===== src/rtl/hazard_ctrl_pkg.sv =====
// Shared types for the pipeline hazard controller: register/word types,
// per-stage forwarding records, bypass select encoding and controller states.
package hazard_ctrl_pkg;

    typedef logic        u1;
    typedef logic [4:0]  creg_addr_t;
    typedef logic [31:0] word_t;

    typedef struct packed {
        u1          valid;
        creg_addr_t dst;
        word_t      data;
    } forward_data_out;

    typedef enum logic [1:0] {
        FWD_RF  = 2'd0,
        FWD_EX  = 2'd1,
        FWD_MEM = 2'd2,
        FWD_WB  = 2'd3
    } fwd_sel_t;

    typedef enum logic {
        RUN    = 1'b0,
        MULDIV = 1'b1
    } hazard_state_t;

    // x0 is hardwired to zero, so a write to it must never be bypassed
    function automatic u1 stage_hit(input forward_data_out f, input creg_addr_t src);
        return f.valid && (f.dst == src) && (f.dst != '0);
    endfunction

endpackage


===== src/rtl/hazard_ctrl_fwd_select.sv =====
// Combinational bypass mux for one ID source register, priority EX > MEM > WB.
module fwd_select
    import hazard_ctrl_pkg::*;
(
    input  creg_addr_t      src,
    input  forward_data_out ex_fwd,
    input  forward_data_out mem_fwd,
    input  forward_data_out wb_fwd,
    input  logic            ex_is_load,
    output fwd_sel_t        sel,
    output word_t           data
);

    // A load in EX has no data yet, so it is skipped and older stages may win
    always_comb begin
        sel  = FWD_RF;
        data = '0;
        if (!ex_is_load && stage_hit(ex_fwd, src)) begin
            sel  = FWD_EX;
            data = ex_fwd.data;
        end else if (stage_hit(mem_fwd, src)) begin
            sel  = FWD_MEM;
            data = mem_fwd.data;
        end else if (stage_hit(wb_fwd, src)) begin
            sel  = FWD_WB;
            data = wb_fwd.data;
        end
    end

endmodule


===== src/rtl/hazard_ctrl.sv =====
// Central hazard controller: stall/flush generation, ID bypass selection,
// mul/div occupancy tracking and wrong-path fetch discard.
module hazard_ctrl
    import hazard_ctrl_pkg::*;
#(
    parameter int MULDIV_LAT = 64,
    parameter int CNT_W      = 7
) (
    input  logic            clk,
    input  logic            resetn,
    input  logic            id_valid,
    input  creg_addr_t      id_rs1,
    input  creg_addr_t      id_rs2,
    input  forward_data_out ex_fwd,
    input  forward_data_out mem_fwd,
    input  forward_data_out wb_fwd,
    input  logic            ex_is_load,
    input  logic            ex_muldiv_start,
    input  logic            ex_redirect,
    input  logic            imem_busy,
    input  logic            dmem_busy,
    output logic            stall_if,
    output logic            stall_id,
    output logic            stall_ex,
    output logic            stall_mem,
    output logic            flush_id,
    output logic            flush_ex,
    output fwd_sel_t        fwd_sel_rs1,
    output fwd_sel_t        fwd_sel_rs2,
    output word_t           fwd_rs1,
    output word_t           fwd_rs2,
    output logic            busy
);

    localparam logic [CNT_W-1:0] CNT_LOAD = CNT_W'(MULDIV_LAT - 1);

    hazard_state_t    state, state_nxt;
    logic [CNT_W-1:0] cnt, cnt_nxt;
    logic             redir_pend, redir_pend_nxt;

    logic load_use;
    logic muldiv_hold;
    logic kill;
    logic stall_ex_raw, stall_id_raw, stall_if_raw;
    logic flush_ex_raw, flush_id_raw;
    logic discard_fire;

    fwd_select u_fwd_rs1 (
        .src        (id_rs1),
        .ex_fwd     (ex_fwd),
        .mem_fwd    (mem_fwd),
        .wb_fwd     (wb_fwd),
        .ex_is_load (ex_is_load),
        .sel        (fwd_sel_rs1),
        .data       (fwd_rs1)
    );

    fwd_select u_fwd_rs2 (
        .src        (id_rs2),
        .ex_fwd     (ex_fwd),
        .mem_fwd    (mem_fwd),
        .wb_fwd     (wb_fwd),
        .ex_is_load (ex_is_load),
        .sel        (fwd_sel_rs2),
        .data       (fwd_rs2)
    );

    assign load_use = id_valid && ex_fwd.valid && ex_is_load && (ex_fwd.dst != '0) &&
                      ((ex_fwd.dst == id_rs1) || (ex_fwd.dst == id_rs2));

    assign muldiv_hold = ((state == RUN) && ex_muldiv_start) ||
                         ((state == MULDIV) && (cnt != '0));

    // Priority falls out of the ordering: dmem, mul/div, redirect, load-use, fetch
    assign stall_ex_raw = dmem_busy || muldiv_hold;
    assign kill         = ex_redirect && !stall_ex_raw;
    assign stall_id_raw = stall_ex_raw || (load_use && !kill);
    assign stall_if_raw = stall_id_raw || imem_busy;
    assign flush_ex_raw = load_use && !stall_ex_raw && !kill;
    assign discard_fire = redir_pend && !imem_busy && !stall_id_raw;
    assign flush_id_raw = kill || discard_fire || (imem_busy && !stall_id_raw);

    assign stall_mem = resetn && dmem_busy;
    assign stall_ex  = resetn && stall_ex_raw;
    assign stall_id  = resetn && stall_id_raw;
    assign stall_if  = resetn && stall_if_raw;
    assign flush_ex  = resetn && flush_ex_raw;
    assign flush_id  = resetn && flush_id_raw;
    assign busy      = resetn && (state != RUN);

    // The counter keeps running under dmem_busy; only the exit waits for MEM
    always_comb begin
        state_nxt = state;
        cnt_nxt   = cnt;
        case (state)
            RUN: begin
                if (ex_muldiv_start && !dmem_busy) begin
                    state_nxt = MULDIV;
                    cnt_nxt   = CNT_LOAD;
                end
            end
            MULDIV: begin
                if (cnt != '0) begin
                    cnt_nxt = cnt - CNT_W'(1);
                end else if (!dmem_busy) begin
                    state_nxt = RUN;
                end
            end
        endcase
    end

    // A fresh redirect during an outstanding fetch outranks a same-cycle clear
    always_comb begin
        redir_pend_nxt = redir_pend;
        if (kill && imem_busy) begin
            redir_pend_nxt = 1'b1;
        end else if (discard_fire) begin
            redir_pend_nxt = 1'b0;
        end
    end

    always_ff @(posedge clk or negedge resetn) begin
        if (!resetn) begin
            state      <= RUN;
            cnt        <= '0;
            redir_pend <= 1'b0;
        end else begin
            state      <= state_nxt;
            cnt        <= cnt_nxt;
            redir_pend <= redir_pend_nxt;
        end
    end

endmodule

===== config.mk =====
export PLATFORM = sky130hd
export DESIGN_NAME = hazard_ctrl
export DESIGN_NICKNAME = d
export VERILOG_FILES = /design/src/rtl/hazard_ctrl_pkg.sv /design/src/rtl/hazard_ctrl_fwd_select.sv /design/src/rtl/hazard_ctrl.sv
export SDC_FILE = /design/constraint.sdc
export NUM_CORES = 1
export LEC_CHECK = 0
export BUFFER_PORTS_ARGS = -buffer_cell sky130_fd_sc_hd__buf_2
export CORE_ASPECT_RATIO = 0.5
export CORE_UTILIZATION = 39
export DETAILED_ROUTE_END_ITERATION = 6
export MAX_ROUTING_LAYER = met4
export PLACE_DENSITY_LB_ADDON = 0.15
export REMOVE_ABC_BUFFERS = 1
export SETUP_SLACK_MARGIN = 0.15
export SYNTH_ARGS = -nofsm -noshare
export SYNTH_HDL_FRONTEND = slang
export SYNTH_SLANG_ARGS = --single-unit

===== constraint.sdc =====
create_clock -name clk -period 2.1 [get_ports clk]
set_input_delay 0 -clock clk [delete_from_list [all_inputs] [get_ports clk]]
set_output_delay 0 -clock clk [all_outputs]
set_load 0.02 [all_outputs]

== After elaboration in Yosys (flattened, before gate mapping) ==
Cells that the tools add are included.

* Register bits: 9
* Input bits: 132
* Word-level logic and storage cells: 89

* Add/sub/neg operators: 1
* Equal/unequal tests: 8
* Multiplexer cells: 21
* Bitwise gates (word level): 1
* Reduce and logical (&&, ||, !) cells: 55

{| class="wikitable"
|+ Operator list
! cell !! number
|-
| $mux W32 || 6
|-
| $logic_and A1 B1 Y1 || 36
|-
| $eq A5 B5 Y1 || 6
|-
| $reduce_bool A5 Y1 || 3
|-
| $mux W7 || 2
|-
| $pmux W7 S2 || 1
|-
| $mux W2 || 6
|-
| $logic_or A1 B1 Y1 || 7
|-
| $reduce_bool A7 Y1 || 1
|-
| $sub A7 B1 Y7 const B || 1
|-
| $logic_not A1 Y1 || 6
|-
| $mux W1 || 5
|-
| $ne A2 B1 Y1 const B || 2
|-
| $pmux W1 S2 || 1
|-
| $reduce_and A2 Y1 || 1
|-
| $reduce_bool A2 Y1 || 1
|-
| $not A1 Y1 || 1
|}

== Longest topological paths before layout ==
Gate-level depths: netlist of the first run.

* Word-level depth: 14
* Depth in mapped cells: 8
* Gate-level depth less buffers: 7

== By module ==
Synthesis of the first run repeated with hierarchy kept, for this count alone.

* Cells, all modules: 437
* Area, all modules: 2742.6 um^2

{| class="wikitable"
|+ By module, submodules not included
! module !! instances !! cells an instance !! area an instance (um^2)
|-
| fwd_select || 2 || 179 || 1029.7
|-
| hazard_ctrl || 1 || 79 || 683.2
|}

== Worst setup path after synthesis of the first run ==
No wires, ideal clock.

* Kind: flip-flop to flip-flop
* Start point: register cnt[0]
* End point: register cnt[5]
* Library setup time: 123 ps
* Arrival: 1639 ps
* Setup slack: 337 ps
* Cell stages (with the launch flop): 8
* Period minus slack after synthesis: 1763 ps
* Path through: dfrtp_1 inv_1 ha_1 a31o_2 or4_1 nor3_1 xnor2_1 nand2_1

* Word-level cells in the longest chain between the ends: 3
* Elaborated cells on any way between the ends: 6

{| class="wikitable"
|+ RTL lines
! what !! line !! text
|-
| start: declaration || hazard_ctrl.sv:38 || <nowiki>logic [CNT_W-1:0] cnt, cnt_nxt;</nowiki>
|-
| start signal: assignment || hazard_ctrl.sv:129 || <nowiki>cnt <= cnt_nxt;</nowiki>
|-
| $sub A7 B1 Y7 or $reduce_bool A7 Y1 (tied branches) || hazard_ctrl.sv:104, hazard_ctrl.sv:103 ||
|-
| $mux W7 or $ne A2 B1 Y1 (tied branches) || -- ||
|-
| $pmux W7 S2 or $reduce_and A2 Y1 (tied branches) || -- ||
|}

Parallel ways exist; a longest one is shown, timed or not. The select of a mux whose other input is x is not followed.
A chain may end at the register's enable or synchronous reset.

== Final worst setup path of the first run ==
* Start point: input wb_fwd[33] (netlist name)
* End point: output fwd_rs1[30]

* Word-level cells in the longest chain between the ends: 6
* Elaborated cells on any way between the ends: 7

{| class="wikitable"
|+ RTL lines
! what !! line !! text
|-
| start: declaration || hazard_ctrl.sv:16 || <nowiki>input forward_data_out wb_fwd,</nowiki>
|-
| $eq A5 B5 Y1 || hazard_ctrl_pkg.sv:29 || <nowiki>return f.valid && (f.dst == src) && (f.dst != '0);</nowiki>
|-
| $logic_and A1 B1 Y1 || hazard_ctrl_pkg.sv:29 ||
|-
| $logic_and A1 B1 Y1 (*) || hazard_ctrl_pkg.sv:29 ||
|-
| $mux W32 (*) || hazard_ctrl_fwd_select.sv:24 || <nowiki>end else if (stage_hit(wb_fwd, src)) begin</nowiki>
|-
| $mux W32 (*) || hazard_ctrl_fwd_select.sv:21 || <nowiki>end else if (stage_hit(mem_fwd, src)) begin</nowiki>
|-
| $mux W32 (*) || hazard_ctrl_fwd_select.sv:18 || <nowiki>if (!ex_is_load && stage_hit(ex_fwd, src)) begin</nowiki>
|-
| end: declaration || hazard_ctrl.sv:30 || <nowiki>output word_t fwd_rs1,</nowiki>
|}

Every way passes the cells marked *; elsewhere a longest branch is shown, timed or not.

==> results.toml, run 1 <==
[place]
hpwlAfterDp_mm = 6.49
port_buffers = 206
placed_cells = 616
gp_congestion = 0.870

[floorplan]
die_x_um = 112
die-height_um = 56.8
initial_core_util_pct = 41.6
die_area_um2 = 6350
design.portCount = 207
num_rows = 19
core_um2 = 5630

[worst_setup_path]
end_kind = "output port"
cp.depth = 10
ff2ff_setup_slack_ps = 260
crit_path_top_delay_cell = "or4_4"
crit_required_ps = 2100
arrival_ps = 1860
crit_end = "fwd_rs1[30]"
crit_chain = "buf_2 > buf_4 > xnor2_1 > nand3_1 > or4_4 > a21oi_4 > buf_12 > a32oi_1 > a21oi_1 > buf_2"
start_kind = "primary input"
cpLargestDelayFamily = "buffers and inverters"
r2r_start = "cnt[0]"
crit_fanout = 33
crit_buf_inv = 4
path_class = "in2out"
r2r_cells = 7
crit_path_frequent_cell = "buf_2"
startpoint = "wb_fwd[33]"
max_stage_delay_ps = 540
timing.rr.end = "cnt[5]"

[job]
cap_violations = 0

[logic_synthesis]
yosysUniqueCellTypes = 35
synth_seq_area_share_pct = 9.61
netlist_top_cells_area = "a32oi_1, a21oi_1, nor2_1"
syn_avg_cell_area_um2 = 6.76
ys_ff_latch = 9
syn_inst = 347
yosysWarningCount = 0
yosys.area.top_type = "a32oi_1"
netlist.area_leader.share_pct = 23.9
netlist_area_um2 = 2340

[timing]
fin_skew_ps = 1.42
final_hold_viol_count = 0
timing.fmax_ghz = 0.536
tns_ps = 0
tightest_slew_ps = 693
maxSlewViolCount = 0
setup_viol = 0
relSlewSlack_pct = 53.7
min_period_ps = 1860
whs_ps = 49.6
period_share_pct = 88.8
rsz0062_at_grt = "true"

[routing]
drtAntennaViolNets = 0
dr.pass1.iters = 7
vias = 3550
wirelength_mm = 9.17
drtIter0Drc = 372
routed_via_density = 5.68
drc = 10
wl_per_cell_um = 14.7

[status]
status = "complete, but fails checks"
violations = "design-rule violations"

[layout]
n_antenna_cell = 0
layout_common_cells = "buf_2, nor2_1, a21oi_1"
nNetsFinal = 687
area_growth_pct = 55.5
drive_gt1_share_pct = 46.0
finish.utilization_pct = 64.7
final_common_cell = "buf_2"
multi_input_area_um2 = 1940
layout.cells.non_filler = 625
fillCellCount = 546
area.sequential_um2 = 226

[cts]
cts_sinks = 9
insertion_delay_ps = 230
htree_levels = 1
cts_buffer_depth = 2
cts_tree = "done"
clkTransAtPathRegs_ps = 40
clock-root-buffer = "clkbuf_16"
cts_buffers = 3

[pwr]
powerDensity_nw_per_um2 = 388
leakage_nw = 1.84
power_mw = 1.42
vdd_ir_drop_max_mv = 0.847

[global_route]
antenna_found_initial = 0
grt_pass1_wl_mm = 14.0
track_usage_pct = 27.1
grt_remaining_overflow = 0
grt_max_degree = 68
grt_pass1_vias = 3083

[hold_path]
hp-class = "in2reg"
[layout make-up]
cell class | instances | share of cell area (%)
Timing Repair Buffer | 233 | 35.1
Sequential cell | 9 | 6.21
Clock inverter | 1 | 0.137
Multi-Input combinational cell | 298 | 53.2
Tap cell | 73 | 2.50
Clock buffer | 3 | 2.06
Inverter | 8 | 0.823
[state kept, by name (all words and copies together) (netlist names)]
signal and cells:
redir_pend 1, cnt 7, state 1
[metal layers]
metal	GRT usage, %	vias up	part of all wire, %
li1	-	1754	-
met1	32.5	1614	42
met2	49.3	164	51
met3	2.16	18	6.2
met4	7.53	0	1.5
met5	-	-	0
[worst min-delay path by stage]
stage,start,to,slack [ps],cells after the start
floorplan,resetn,cnt[0],-300,0
global placement,resetn,redir_pend,-110,1
detailed placement,resetn,redir_pend,-110,1
finish,imem_busy,redir_pend,50,3
global route,imem_busy,redir_pend,70,3
CTS,imem_busy,redir_pend,40,3
[cell families (layout without fill, tap and decap cells)]
| kind of cell | Yosys count | after routing | share of synthesized area [%] |
|---|---|---|---|
| DFF | 9 | 9 | 9.61 |
| buffers and inverters | 41 | 245 | 10.5 |
| adders and majority gates | 2 | 2 | 1.07 |
| muxes | 1 | 1 | 0.480 |
| AOI/OAI and AO/OA | 151 | 152 | 45.1 |
| and+or+nand+nor | 111 | 111 | 21.2 |
| xor gates and xnor gates | 32 | 32 | 12.0 |
[cell usage after synthesis, drive strengths merged]
master and count:
nor2 69, a21boi 3, buf 26, nand2b 2
clkbuf 7, a31o 1, a32oi 64, and2 2
or4 5, nor3 6, nand2 10, o311a 1
o21ai 7, ha 2, inv 8, dfrtp 9
xor2 12, or3 4, mux2 1, a31oi 1
nor4 1, a21oi 72, xnor2 20, nand3 6
and3 2, nor2b 2, a2111oi 2, nand4 2
[tightest hold or removal path, delay by kind of cell]
family                 cells  cell delay (ps)
AO/OA/AOI/OAI              1               60
buffers and inverters      2              190
[power by group]
group          internal (mW)  total (mW)  leakage [nW]  switching [mW]
sequential             0.249       0.320         0.101          0.0706
combinational          0.337       0.760          1.70           0.424
clock                  0.251       0.336        0.0409          0.0847
total                  0.837        1.42          1.84           0.579
[through the flow]
step / cell area (um^2) / worst slack, ps
final: 3650 / 236
after global routing: 3650 / 127
after CTS: 3590 / 153
after detailed placement: 3460 / -197
after global placement: 3460 / -144
after floorplan: 2130 / -294
[what timing repair did]
action / CTS / global route
gates cloned: 1 / 0
setup endpoints to repair: 36 / 26
hold buffers: 1 / 0
resized for setup: 4 / 11
hold endpoints to repair: 9 / 0
pin swaps: 0 / 2
buffers inserted: 0 / 3
Note: power is estimated with default switching activity, not from simulation.
==> inputs of run 2 (changes only) <==
- ABC_AREA: unset -> 1
- CORE_UTILIZATION: 39 -> 43
==> run 2 against run 1 <==
Net effect:
- the run now ends clean
- final cell count rose by 48%
- first-iteration DRC count fell by 25%
- non-clock buffer count decreased by 16
- clock power down 1%
- critical path depth up 1
- sequential cell count unchanged
- highest routed layer unchanged
==> results.toml, run 2 <==
[cts]
clkTransAtPathRegs_ps = 40
cts_setup_buffers = 0
cts_tree = "done"
cts_buffer_depth = 2
cts_buffers = 3
cts_sinks = 9
insertion_delay_ps = 230
clock-root-buffer = "clkbuf_16"
htree_levels = 1

[floorplan]
die-height_um = 61.0
num_rows = 21
design.portCount = 207
initial_core_util_pct = 44.7
die_area_um2 = 7320
core_um2 = 6700
die_x_um = 120

[worst_setup_path]
crit_fanout = 4
timing.rr.end = "cnt[4]"
path_class = "reg2out"
start_kind = "register"
r2r_start = "cnt[0]"
arrival_ps = 1780
r2r_cells = 10
crit_required_ps = 2100
ff2ff_setup_slack_ps = 510
end_kind = "output port"

[logic_synthesis]
ys_ff_latch = 9
netlist_top_cells_area = "nand2_1, nor2_1, nand3_1"
synthAdderAreaFrac_pct = 0.836
syn_inst = 650
synth-compound-area-share_pct = 9.82
netlist_area_um2 = 2990
postSynth.asyncResetShare_pct = 100
synth_top_family_by_area = "simple AND/OR/NAND/NOR gates"
synth_ff_type = "dfrtp_1"
syn_avg_cell_area_um2 = 4.61
yosysUniqueCellTypes = 31
synth_seq_area_share_pct = 7.52
muxShareOfSynthArea_pct = 0
yosysWarningCount = 0
yosys.area.top_type = "nand2_1"
ys_top_cells_by_count = "nand2_1, nor2_1, nand3_1"
yosys.area_share.xor_xnor_pct = 3.80
synth.most_common_cell = "nand2_1"
netlist.area_leader.share_pct = 33.5
synth_edf_count = 0
synthSimpleGateAreaFrac_pct = 66.4

[global_route]
grt_remaining_overflow = 0
grt_max_degree = 62
antenna_found_initial = 0
grt_pass1_vias = 3793
track_usage_pct = 27.9
grt_pass1_wl_mm = 16.2

[hold_path]
hp-class = "in2reg"
min_to = "state"
min_from = "dmem_busy"
holdPathStages = 3

[status]
status = "finished clean"

[layout]
layout_common_cells = "nand2_1, buf_2, nor2_1"
multi_input_area_um2 = 2450
area_growth_pct = 39.6
fillCellCount = 746
reg.largest.list = "cnt (7), redir_pend (1), state (1)"
n_antenna_cell = 0
nNetsFinal = 971
top_register = "cnt"
area.sequential_um2 = 225
final_common_cell = "nand2_1"
drive_gt1_share_pct = 28.6
largest_reg_flops = 7

[routing]
drtAntennaViolNets = 0
wirelength_mm = 10.6
dr.pass1.iters = 5
drc = 0
vias = 4525
routed_via_density = 4.88
drtIter0Drc = 280
wl_per_cell_um = 11.4

[timing]
rsz0062_at_grt = "false"
tightest_slew_ps = 552
maxSlewViolCount = 0
fin_skew_ps = 1.35
final_hold_viol_count = 0
min_period_ps = 1780
timing.final.ws_setup_ps = 322
timing.fmax_ghz = 0.562
setup_viol = 0
period_share_pct = 84.7
relSlewSlack_pct = 63.1

[place]
hpwlAfterDp_mm = 7.96
place_ws_ps = 525
port_buffers = 206
gp_congestion = 0.984

[job]
cap_violations = 0

[pwr]
vdd_ir_drop_max_mv = 0.415
powerDensity_nw_per_um2 = 247
power_mw = 1.03
leakage_nw = 2.68
[run 2: cell types whose count changed after synthesis, sizes merged, moves of 6 or more]
cell	before	now
a32oi	64	0
nand2	10	268
nor2	69	134
xnor2	20	7
a21oi	72	3
xor2	12	6
inv	8	45
o21ai	7	47
nand3	6	79
[run 2: cells by family (layout without fill, tap and decap cells)]
logic type | after synthesis | after routing
buf+inv | 81 | 267
compound gates | 56 | 56
fa+ha+maj | 2 | 2
xor+xnor | 13 | 13
simple gates | 489 | 489
flops | 9 | 9
[run 2: critical path: stages, from the launching register on]
cell	delay (ps)
dfrtp_1	370
inv_1	120
ha_1	170
inv_1	40
nor2_1	70
nand2_1	50
nand2_1	90
nand3_1	140
nand3_2	130
nand3_1	70
a21oi_1	120
buf_2	180
[run 2: stage by stage]
step	instance area, um^2	utilization [%]	hold WS (ps)	setup TNS, ps	std cells
6_report	4180	62.4	73.8	0	928
5_1_grt	4180	62.4	85.8	0	928
4_1_cts	4170	62.3	62.0	0	928
3_5_place_dp	4080	60.9	-109	0	923
3_3_place_gp	4080	60.9	-109	0	923
2_1_floorplan	2820	-	-296	-16710	615
[run 2: where the power goes]
| group | switching, mW | internal, mW | total, mW | leakage, nW |
|---|---|---|---|---|
| clock network | 0.0789 | 0.253 | 0.332 | 0.0382 |
| logic | 0.325 | 0.199 | 0.524 | 2.53 |
| registers | 0 | 0.174 | 0.174 | 0.111 |
| total | 0.404 | 0.627 | 1.03 | 2.68 |
[run 2: timing repair]
| item | in CTS | in global routing |
|---|---|---|
| endpoints found under the setup margin | 0 | 2 |
| resized for setup | 0 | 2 |
| hold endpoints to repair | 9 | 0 |
| hold buffers | 1 | 0 |
[run 2: layout make-up]
cell class | count | share of cell area, %
sequential | 9 | 5.39
tap | 92 | 2.75
multi-input combinational | 560 | 58.5
inverter | 46 | 4.13
timing repair buffer | 217 | 27.3
clock buffer | 4 | 1.89
[run 2: layer usage]
layer	track usage, %	vias to the layer above	routed length (um)
li1	-	2401	-
met1	32.8	1972	4640
met2	53.5	140	5310
met3	1.60	12	540
met4	6.43	0	87
met5	-	-	0
[run 2: worst max path at each step]
stage / startpoint / to
finish: cnt[0] / flush_id
global route: cnt[0] / flush_id
CTS: cnt[0] / flush_id
detailed placement: cnt[0] / cnt[4]
global placement: cnt[0] / flush_id
floorplan: mem_fwd[34] / fwd_sel_rs1[0]
